--- config.mk ---
export PLATFORM = sky130hd
export DESIGN_NAME = piezo_pattern_gen_flat
export DESIGN_NICKNAME = d
export VERILOG_FILES = /design/src/rtl/piezo_pkg.sv /design/src/rtl/piezo_pattern_gen_if.sv /design/src/rtl/piezo_step_timer.sv /design/src/rtl/piezo_pattern_gen.sv /design/src/flat_wrapper.sv
export SDC_FILE = /design/constraint.sdc
export NUM_CORES = 1
export LEC_CHECK = 0
export ABC_AREA = 0
export CORE_MARGIN = 3
export CORE_UTILIZATION = 50
export CTS_CLUSTER_DIAMETER = 80
export DETAILED_ROUTE_END_ITERATION = 10
export GPL_TIMING_DRIVEN = 1
export PLACE_DENSITY_LB_ADDON = 0.05
export SETUP_SLACK_MARGIN = 0.3
export SLEW_MARGIN = 20
export SYNTH_ARGS = -nofsm -noshare
export SYNTH_HDL_FRONTEND = slang
export SYNTH_SLANG_ARGS = --single-unit
--- constraint.sdc ---
create_clock -name USER_CLK -period 4.49 [get_ports USER_CLK]
set_input_delay 0.898 -clock USER_CLK [delete_from_list [all_inputs] [get_ports USER_CLK]]
set_output_delay 0.898 -clock USER_CLK [all_outputs]
set_load 0.01 [all_outputs]
--- src/rtl/piezo_pkg.sv ---
// piezo_pkg: shared types and the stored tone patterns for piezo_pattern_gen.
//   step_t  : one pattern step {half, cnt, rest, last}
//   rom_t   : NUM_PAT x STEPS table of steps
//   state_t : controller FSM states
//   PAT_*   : pattern indices used by the calculator control FSM
package piezo_pkg;

    localparam int P_HALF_W  = 18;
    localparam int P_CNT_W   = 8;
    localparam int P_NUM_PAT = 4;
    localparam int P_STEPS   = 4;

    localparam int PAT_ERR    = 0;
    localparam int PAT_ACK    = 1;
    localparam int PAT_RESULT = 2;
    localparam int PAT_TEST   = 3;

    // half: half-period in USER_CLK cycles (values below 2 act as 2)
    // cnt : number of half-period units in the step (0 = skip step)
    // rest: keep the speaker low for the step's duration
    // last: final step of the pattern
    typedef struct packed {
        logic [P_HALF_W-1:0] half;
        logic [P_CNT_W-1:0]  cnt;
        logic                rest;
        logic                last;
    } step_t;

    typedef step_t [P_NUM_PAT-1:0][P_STEPS-1:0] rom_t;

    typedef enum logic [1:0] {ST_IDLE, ST_PLAY, ST_DONE} state_t;

    function automatic step_t mk_step(int half, int cnt, bit rest, bit last);
        step_t s;
        s.half = P_HALF_W'(half);
        s.cnt  = P_CNT_W'(cnt);
        s.rest = rest;
        s.last = last;
        return s;
    endfunction

    function automatic rom_t build_rom();
        rom_t r;
        r = '0;
        // Legacy error beep: same pitch and length as the old single-note buzzer.
        r[PAT_ERR][0]    = mk_step(213636, 60, 1'b0, 1'b1);
        // Short rising chirp on key accept.
        r[PAT_ACK][0]    = mk_step(25000, 40, 1'b0, 1'b0);
        r[PAT_ACK][1]    = mk_step(18750, 54, 1'b0, 1'b1);
        // Result-ready: note, short gap, higher note.
        r[PAT_RESULT][0] = mk_step(28409, 44, 1'b0, 1'b0);
        r[PAT_RESULT][1] = mk_step(10000, 10, 1'b1, 1'b0);
        r[PAT_RESULT][2] = mk_step(21276, 94, 1'b0, 1'b1);
        // Short pattern for bring-up and simulation.
        r[PAT_TEST][0]   = mk_step(4, 4, 1'b0, 1'b0);
        r[PAT_TEST][1]   = mk_step(3, 2, 1'b1, 1'b0);
        r[PAT_TEST][2]   = mk_step(2, 2, 1'b0, 1'b1);
        return r;
    endfunction

    localparam rom_t PAT_ROM = build_rom();

endpackage

--- src/rtl/piezo_pattern_gen_if.sv ---
// piezo_pattern_gen_if: control handshake between the calculator FSM and the
// pattern generator.
//   start   : one-cycle play request (master -> slave)
//   pat_sel : pattern index, valid with start (master -> slave)
//   abort   : stop playback immediately (master -> slave)
//   busy    : pattern playing (slave -> master)
//   done    : one-cycle pulse on normal completion (slave -> master)
interface piezo_pattern_gen_if #(
    parameter int PW = 2
) ();
    logic          start;
    logic [PW-1:0] pat_sel;
    logic          abort;
    logic          busy;
    logic          done;

    modport master (output start, pat_sel, abort, input busy, done);
    modport slave  (input start, pat_sel, abort, output busy, done);
endinterface

--- src/rtl/piezo_step_timer.sv ---
// piezo_step_timer: per-step timing for the pattern generator.
//   USER_CLK, USER_RST : clock, synchronous active-high reset
//   en       : step is running; low clears both counters
//   half,cnt : current step's half-period and unit count
//   tick     : last cycle of a half-period
//   step_end : last cycle of the step (also the single cycle of a cnt==0 step)
module piezo_step_timer #(
    parameter int HALF_W = 18,
    parameter int CNT_W  = 8
) (
    input  logic              USER_CLK,
    input  logic              USER_RST,
    input  logic              en,
    input  logic [HALF_W-1:0] half,
    input  logic [CNT_W-1:0]  cnt,
    output logic              tick,
    output logic              step_end
);
    logic [HALF_W-1:0] ctr;
    logic [HALF_W-1:0] heff;
    logic [CNT_W-1:0]  tcnt;

    // A half-period of 0 or 1 would give no usable square wave; clamp to 2.
    assign heff     = (half < HALF_W'(2)) ? HALF_W'(2) : half;
    assign tick     = en && (ctr == heff - HALF_W'(1));
    // Terminal compares fire before either counter can wrap.
    assign step_end = en && ((cnt == '0) || (tick && (tcnt + CNT_W'(1) == cnt)));

    always_ff @(posedge USER_CLK) begin
        if (USER_RST || !en || step_end) begin
            ctr  <= '0;
            tcnt <= '0;
        end else if (tick) begin
            ctr  <= '0;
            tcnt <= tcnt + CNT_W'(1);
        end else begin
            ctr  <= ctr + HALF_W'(1);
        end
    end
endmodule

--- src/rtl/piezo_pattern_gen.sv ---
// piezo_pattern_gen: plays one of NUM_PAT stored tone/rest patterns on the piezo.
//   USER_CLK, USER_RST : clock, synchronous active-high reset
//   ctl                : start/pat_sel/abort in, busy/done out
//   PIEZO_SPEAKER      : square-wave drive to the board piezo
module piezo_pattern_gen
    import piezo_pkg::*;
#(
    parameter int HALF_W  = P_HALF_W,
    parameter int CNT_W   = P_CNT_W,
    parameter int NUM_PAT = P_NUM_PAT,
    parameter int STEPS   = P_STEPS,
    parameter step_t [NUM_PAT-1:0][STEPS-1:0] ROM = PAT_ROM
) (
    input  logic                USER_CLK,
    input  logic                USER_RST,
    piezo_pattern_gen_if.slave  ctl,
    output logic                PIEZO_SPEAKER
);
    localparam int PW = (NUM_PAT > 1) ? $clog2(NUM_PAT) : 1;
    localparam int SW = (STEPS > 1) ? $clog2(STEPS) : 1;

    state_t        state, nxt;
    logic [PW-1:0] pat;
    logic [SW-1:0] step_idx;
    step_t         cur;
    logic          tick, step_end, last_step, run;

    assign cur       = ROM[pat][step_idx];
    assign last_step = cur.last || (step_idx == SW'(STEPS - 1));
    // Gating with abort keeps a same-cycle tick from touching the speaker.
    assign run       = (state == ST_PLAY) && !ctl.abort;

    piezo_step_timer #(.HALF_W(HALF_W), .CNT_W(CNT_W)) u_timer (
        .USER_CLK (USER_CLK),
        .USER_RST (USER_RST),
        .en       (run),
        .half     (cur.half),
        .cnt      (cur.cnt),
        .tick     (tick),
        .step_end (step_end)
    );

    always_ff @(posedge USER_CLK) begin
        if (USER_RST) state <= ST_IDLE;
        else          state <= nxt;
    end

    always_comb begin
        nxt = state;
        if (ctl.abort) begin
            nxt = ST_IDLE;
        end else begin
            case (state)
                ST_IDLE: if (ctl.start) nxt = ST_PLAY;
                ST_PLAY: if (step_end && last_step) nxt = ST_DONE;
                default: nxt = ST_IDLE;
            endcase
        end
    end

    // busy/done decode straight from the state register, so a DONE cycle
    // already in flight still shows its pulse even if abort arrives.
    assign ctl.busy = (state == ST_PLAY);
    assign ctl.done = (state == ST_DONE);

    always_ff @(posedge USER_CLK) begin
        if (USER_RST) begin
            pat           <= '0;
            step_idx      <= '0;
            PIEZO_SPEAKER <= 1'b0;
        end else if (ctl.abort) begin
            step_idx      <= '0;
            PIEZO_SPEAKER <= 1'b0;
        end else begin
            case (state)
                ST_IDLE: begin
                    if (ctl.start) begin
                        // Out-of-range selections fall back to the error beep.
                        pat           <= (int'(ctl.pat_sel) >= NUM_PAT) ? '0 : ctl.pat_sel;
                        step_idx      <= '0;
                        PIEZO_SPEAKER <= 1'b0;
                    end
                end
                ST_PLAY: begin
                    if (step_end) begin
                        // Every step starts from a low speaker, whatever the toggle parity.
                        PIEZO_SPEAKER <= 1'b0;
                        if (!last_step) step_idx <= step_idx + SW'(1);
                    end else if (tick) begin
                        PIEZO_SPEAKER <= cur.rest ? 1'b0 : ~PIEZO_SPEAKER;
                    end
                end
                default: step_idx <= '0;
            endcase
        end
    end
endmodule
--- src/flat_wrapper.sv ---
// flat-port wrapper written by rule: the top's interface ports become plain ports
module piezo_pattern_gen_flat import piezo_pkg::*;
#(
    parameter int HALF_W  = P_HALF_W,
    parameter int CNT_W   = P_CNT_W,
    parameter int NUM_PAT = P_NUM_PAT,
    parameter int STEPS   = P_STEPS,
    parameter step_t [NUM_PAT-1:0][STEPS-1:0] ROM = PAT_ROM
)
  (USER_CLK, USER_RST, PIEZO_SPEAKER, ctl_start, ctl_pat_sel, ctl_abort, ctl_busy, ctl_done);
  piezo_pattern_gen_if ctl_i ();
  input  logic USER_CLK;
  input  logic USER_RST;
  output logic PIEZO_SPEAKER;
  input wire logic [$bits(ctl_i.start)-1:0] ctl_start;
  input wire logic [$bits(ctl_i.pat_sel)-1:0] ctl_pat_sel;
  input wire logic [$bits(ctl_i.abort)-1:0] ctl_abort;
  output wire logic [$bits(ctl_i.busy)-1:0] ctl_busy;
  output wire logic [$bits(ctl_i.done)-1:0] ctl_done;
  assign ctl_i.start = ctl_start;
  assign ctl_i.pat_sel = ctl_pat_sel;
  assign ctl_i.abort = ctl_abort;
  assign ctl_busy = ctl_i.busy;
  assign ctl_done = ctl_i.done;
  piezo_pattern_gen #(.HALF_W(HALF_W), .CNT_W(CNT_W), .NUM_PAT(NUM_PAT), .STEPS(STEPS), .ROM(ROM)) u_core (.USER_CLK(USER_CLK), .USER_RST(USER_RST), .ctl(ctl_i), .PIEZO_SPEAKER(PIEZO_SPEAKER));
endmodule
# Word-level counts from Yosys, hierarchy flattened
# Cells that the tools add are included.
[totals] wordCells=62 inputBits=6 register_bits=33 output_inout_bits=3
[op_classes] n_addsub=4 bitwise_logic=2 n_eq_ne=10 muxes=17 reduce_logical=20 order_cmp=3
[op_table] operator="$bmux W112 S2" count=1
[op_table] operator="$mux W112" count=1
[op_table] operator="$bmux W28 S2" count=1
[op_table] operator="$mux W28" count=1
[op_table] operator="$add A18 B1 Y18 const B" count=1
[op_table] operator="$eq A18 B18 Y1" count=1
[op_table] operator="$lt A18 B2 Y1 const B" count=1
[op_table] operator="$mux W18" count=1
[op_table] operator="$sub A18 B1 Y18 const B" count=1
[op_table] operator="$mux W2" count=5
[op_table] operator="$reduce_and A3 Y1" count=3
[op_table] operator="$add A8 B1 Y8 const B" count=1
[op_table] operator="$eq A8 B8 Y1" count=1
[op_table] operator="$logic_not A8 Y1" count=1
[op_table] operator="$pmux W2 S2" count=2
[op_table] operator="$lt A2 B3 Y1 const B" count=2
[op_table] operator="$logic_and A1 B1 Y1" count=5
[op_table] operator="$eq A2 B2 Y1 const B" count=2
[op_table] operator="$logic_or A1 B1 Y1" count=4
[op_table] operator="$mux W1" count=4
[op_table] operator="$ne A2 B1 Y1 const B" count=2
[op_table] operator="$ne A2 B2 Y1 const B" count=2
[op_table] operator="$reduce_or A2 Y1" count=2
[op_table] operator="$ne A3 B1 Y1 const B" count=1
[op_table] operator="other kinds (8)" count=10

# Logic depth before layout (Yosys ltp)
[logic_depth] word_depth=15 mapped_depth=20 mapped_depth_nobuf=16

# Cells and area by module
# A second synthesis with hierarchy kept.
[hier_totals] cells_unflattened=365 hier_area_um2=2773.9
[modules_own_cells] mod="piezo_step_timer" instances=1 cells_each=266 area_per_inst_um2=2062.0 seq_area_each_um2=520.5
[modules_own_cells] mod="piezo_pattern_gen" instances=1 cells_each=99 area_per_inst_um2=711.9 seq_area_each_um2=140.1

# Worst setup path after synthesis
# OpenSTA, ideal clock, no wires.
[synth_path] path_kind="register to register" from="register u_core.pat[1]" to="register u_core.PIEZO_SPEAKER" setup_time_ps=103 period_less_slack_ps=3990 required_ps=4387 arrival_time_ps=3886 setup_slack_ps=500 path_stages_with_launch=20 n_path_buf=3 cell_sequence="dfxtp_1 > buf_4 > inv_1 > ha_1 > buf_2 > nor3b_1 > a311oi_2 > nor3_1 > o21ai_0 > o311a_1 > ha_1 > xnor2_1 > or4_4 > nor4b_2 > o2111ai_1 > nor2_2 > and4_1 > buf_4 > o2111ai_2 > a2111oi_2"
[synth_between] elab_chain_len=14 word_cells_on_any_way=20 classes_between="add/sub (1); order compare (1); eq/ne (3); mux (9); reduce/logical (6)"
[synth_rtl] item="from (decl)" line_no="piezo_pattern_gen.sv:23" text="logic [PW-1:0] pat;"
[synth_rtl] item="from (signal assigned)" line_no="piezo_pattern_gen.sv:79" text="pat <= (int'(ctl.pat_sel) >= NUM_PAT) ? '0 : ctl.pat_sel;"
[synth_rtl] item="$bmux W112 S2 *" line_no="piezo_pattern_gen.sv:28" text="assign cur = ROM[pat][step_idx];"
[synth_rtl] item="$mux W112 (implied by the code) *" line_no="piezo_pattern_gen.sv:28"
[synth_rtl] item="$bmux W28 S2 *" line_no="piezo_pattern_gen.sv:28"
[synth_rtl] item="$mux W28 (implied by the code) *" line_no="piezo_pattern_gen.sv:28"
[synth_rtl] item="$lt A18 B2 Y1" line_no="piezo_step_timer.sv:24" text="assign heff = (half < HALF_W'(2)) ? HALF_W'(2) : half;"
[synth_rtl] item="$mux W18" line_no="piezo_step_timer.sv:24"
[synth_rtl] item="$sub A18 B1 Y18" line_no="piezo_step_timer.sv:25" text="assign tick = en && (ctr == heff - HALF_W'(1));"
[synth_rtl] item="$eq A18 B18 Y1" line_no="piezo_step_timer.sv:25"
[synth_rtl] item="$logic_and A1 B1 Y1" line_no="piezo_step_timer.sv:25"
[synth_rtl] item="$logic_and A1 B1 Y1" line_no="piezo_step_timer.sv:27" text="assign step_end = en && ((cnt == '0) || (tick && (tcnt + CNT_W'(1) == cnt)));"
[synth_rtl] item="$logic_or A1 B1 Y1" line_no="piezo_step_timer.sv:27"
[synth_rtl] item="$logic_and A1 B1 Y1" line_no="piezo_step_timer.sv:27"
[synth_rtl] item="$ne A3 B1 Y1 (no line) or $mux W1 (tied branches)"
[synth_rtl] item="$reduce_and A3 Y1 (no line) or $pmux W1 S2 (tied branches)"
[synth_rtl] item="to (signal assigned)" line_no="piezo_pattern_gen.sv:90" text="PIEZO_SPEAKER <= cur.rest ? 1'b0 : ~PIEZO_SPEAKER;"
[synth_rtl] item="to (decl)" line_no="piezo_pattern_gen.sv:17" text="output logic PIEZO_SPEAKER"
# Every way passes the cells marked *; elsewhere a longest branch is shown, timed or not. The select of a mux whose other input is x is not followed.
# A chain may end at the register's enable or synchronous reset.

# Worst setup path after layout
[layout_path] from="register u_core.pat[0]" to="register u_core.u_timer.tcnt[7]"
[layout_between] elab_chain_len=13 word_cells_on_any_way=15 classes_between="add/sub (1); order compare (1); eq/ne (2); mux (5); reduce/logical (6)"
[layout_rtl] item="$bmux W112 S2 *" line_no="piezo_pattern_gen.sv:28"
[layout_rtl] item="$mux W112 (implied by the code) *" line_no="piezo_pattern_gen.sv:28"
[layout_rtl] item="$bmux W28 S2 *" line_no="piezo_pattern_gen.sv:28"
[layout_rtl] item="$mux W28 (implied by the code) *" line_no="piezo_pattern_gen.sv:28"
[layout_rtl] item="$lt A18 B2 Y1" line_no="piezo_step_timer.sv:24"
[layout_rtl] item="$mux W18" line_no="piezo_step_timer.sv:24"
[layout_rtl] item="$sub A18 B1 Y18" line_no="piezo_step_timer.sv:25"
[layout_rtl] item="$eq A18 B18 Y1" line_no="piezo_step_timer.sv:25"
[layout_rtl] item="$logic_and A1 B1 Y1" line_no="piezo_step_timer.sv:25"
[layout_rtl] item="$logic_and A1 B1 Y1" line_no="piezo_step_timer.sv:27"
[layout_rtl] item="$logic_or A1 B1 Y1" line_no="piezo_step_timer.sv:27"
[layout_rtl] item="$logic_and A1 B1 Y1" line_no="piezo_step_timer.sv:27"
[layout_rtl] item="$logic_or A1 B1 Y1" line_no="piezo_step_timer.sv:30" text="if (USER_RST || !en || step_end) begin"
[layout_rtl] item="to (signal assigned)" line_no="piezo_step_timer.sv:35" text="tcnt <= tcnt + CNT_W'(1);"
[layout_rtl] item="to (decl)" line_no="piezo_step_timer.sv:21" text="logic [CNT_W-1:0] tcnt;"
# Marks and branches as above.

==> flow_summary.yaml <==
run_status:
  outcome: "finished clean"
sta:
  fin_crit_ps: 4020
  tightest_slew_ps: 815
  setup_violations: 0
  slew_headroom_pct: 45.3
  fin_setup_tns_ps: 0
  rsz0062_at_grt: "false"
  hold_viol_final: 0
  period_share_pct: 89.6
  slew_viol_final: 0
  clock_skew_ps: 7.03
  fmax_mhz: 249
  worst_slack_ps: 467
global_routing:
  antenna_found_initial: 0
  grt_pass1_vias: 2599
  grt_max_degree: 33
  grt_pass1_wl_um: 12900
  overflow: 0
  grt_usage_pct: 22.3
place:
  dp_slack_ps: 266
  gp_congestion: 0.918
  place_hpwl_um: 5670
  dp_cells: 449
  portBuffers: 8
die:
  die_y_um: 83.9
  num_rows: 27
  fp.dieW_um: 83.9
  io_pins: 9
  dieArea_um2: 7050
  coreArea_um2: 5680
  initial_core_util_pct: 53.5
cts:
  cts_tree: "done"
  clock_sinks: 33
  clkTransAtPathRegs_ps: 70
  clockBufferDepth: 2
  numCtsBuffers: 5
  h-tree-depth: 2
  clock_latency_ps: 290
  hold_buffers: 0
  root_buffer: "clkbuf_8"
setup_path:
  cp-end-kind: "flip-flop"
  crit_arrival_ps: 4240
  criticalPathCategory: "flip-flop to flip-flop"
  start_kind: "flip-flop"
  required_ps: 4710
  crit_path_max_fanout: 13
synth:
  synthFlopType: "dfxtp_1"
  synth_fp_nets: 395
  synthTopCellsByArea: "dfxtp_1, xnor2_1, nor2_1"
  yosysTopAreaCellShare_pct: 21.7
  ys_warn_count: 0
  synth.most_common_cell: "nor2_1"
  ys_seq_area_share_pct: 21.7
  synth_edf_count: 0
  synthDistinctLibCells: 75
  yosysTopAreaCell: "dfxtp_1"
  synth_seq_cells: 33
  syn-cell-area_um2: 3040
  avgSynthCellArea_um2: 8.06
  netlist_instances: 377
  ys_top_cells_by_count: "nor2_1, dfxtp_1, nand2_1"
  ys_async_sr_fraction_pct: 0
final_layout:
  nets: 406
  synthToLayoutAreaGrowth_pct: 10.7
  final_cells: 461
  diodes: 0
  drive_gt1_share_pct: 17.7
worst_hold_path:
  hold_class: "flip-flop to flip-flop"
drt:
  dr_total_vias: 2735
  drc: 0
  drtIter0Drc: 239
  drt_first_pass_iters: 4
  ant_nets: 0
  drt-wirelength-per-cell_um: 16.4
  routed_wirelength_um: 7540
  vias_per_cell: 5.93
power_and_ir_drop:
  peakVddDrop_uv: 150
  leakagePower_uw: 0.00108
  power_density_nw_per_um2: 188
run:
  maxCapViolCount: 0
==> critical path, cell delays in order (launching register included) <==
cell       delay [ps]
dfxtp_1           390
inv_4             100
ha_4              330
nor3b_2            70
a311oi_4          410
nor3_2            100
o21ai_0           100
o311a_1           190
ha_1              230
xnor2_1           130
or4_4             410
nor4b_2           290
o2111ai_2         190
nor2_2            210
nand4_4           220
or3_1             410
a21oi_1           140
==> kinds of logic (layout without fill, tap and decap cells) <==
kind of cell,count (synthesis),count (layout),synth area share [%]
and+or+nand+nor,164,164,30.4
AOI/OAI and AO/OA,91,91,22.4
xor gates and xnor gates,37,37,10.7
DFF,33,33,21.7
buffers and inverters,33,45,7.37
adders and majority gates,12,12,4.94
muxes,7,7,2.51
==> sequential cells by signal (all words and copies together) (netlist names) <==
name and flops:
u_core.u_timer.ctr 18, u_core.u_timer.tcnt 8, u_core.state 2, u_core.pat 2, u_core.step_idx 2, u_core.PIEZO_SPEAKER 1
==> metal layers <==
layer  global-route usage (%)  vias to the layer above  part of all wire [%]
li1                         -                     1393                     -
met1                     32.4                     1285                    52
met2                     34.3                       48                    43
met3                     3.16                        9                   3.5
met4                     6.14                        0                   1.4
met5                        0                        -                     0
==> stage by stage <==
stage | utilization [%] | instance area, µm² | power [µW] | hold WS [ps]
after floorplan | - | 3040 | 378 | 451
after global placement | 55.0 | 3120 | 406 | 481
after detailed placement | 55.0 | 3120 | 406 | 484
after CTS | 56.8 | 3220 | 628 | 495
after global routing | 59.3 | 3360 | 660 | 517
final | 59.3 | 3360 | 633 | 495
==> repair_timing <==
item / CTS / global route
endpoints found under the setup margin: 7 / 31
gates resized for setup: 4 / 23
pin swaps: 0 / 4
setup buffers: 0 / 4
==> final cells by class <==
class	instances	area (µm²)
clock buffers	6	72.6
clock inverters	2	10.0
fillers	529	2310
inverters	13	51.3
multi-input cells	311	2270
flip-flops and latches	33	663
well taps	72	90.1
repair buffers	24	208
==> where the power goes <==
part | switching [µW] | total [µW] | leakage, µW | internal [µW]
combinational | 66.5 | 117 | 0.000765 | 50.3
clock | 113 | 220 | 0.0000450 | 107
sequential | 1.86 | 296 | 0.000267 | 294
total | 181 | 633 | 0.00108 | 452
==> cells in the final DEF (no fill, tap or decap), types with 3 or more instances in the layout <==
master	synthesis	final
a21boi_0	4	4
a21oi_1	23	22
and3_1	8	8
and3b_1	3	3
buf_4	8	14
clkbuf_8	1	5
clkdlybuf4s50_1	0	8
dfxtp_1	33	31
ha_1	12	8
ha_4	0	3
inv_1	13	11
mux2i_1	4	4
nand2_1	24	24
nand2b_1	4	4
nand3_1	20	19
nand3b_1	6	6
nand4_1	3	3
nor2_1	41	40
nor3_1	13	11
nor3_2	1	3
nor3b_1	5	4
o211ai_1	6	6
o21ai_0	18	17
o21ai_1	2	3
o21bai_1	5	5
o22ai_1	3	3
or2_2	3	3
or3_1	8	8
xnor2_1	23	23
xor2_1	14	14
==> final timing paths <==
check	start	endpoint	slack, ps	cells after the start
setup / recovery	u_core.pat[0]	u_core.u_timer.tcnt[7]	470	16
hold / removal	u_core.u_timer.tcnt[1]	u_core.u_timer.tcnt[1]	490	2
setup reg to reg	u_core.pat[0]	u_core.u_timer.tcnt[7]	470	16
hold reg to reg	u_core.u_timer.tcnt[1]	u_core.u_timer.tcnt[1]	490	2
Note: power is estimated with default switching activity, not from simulation.
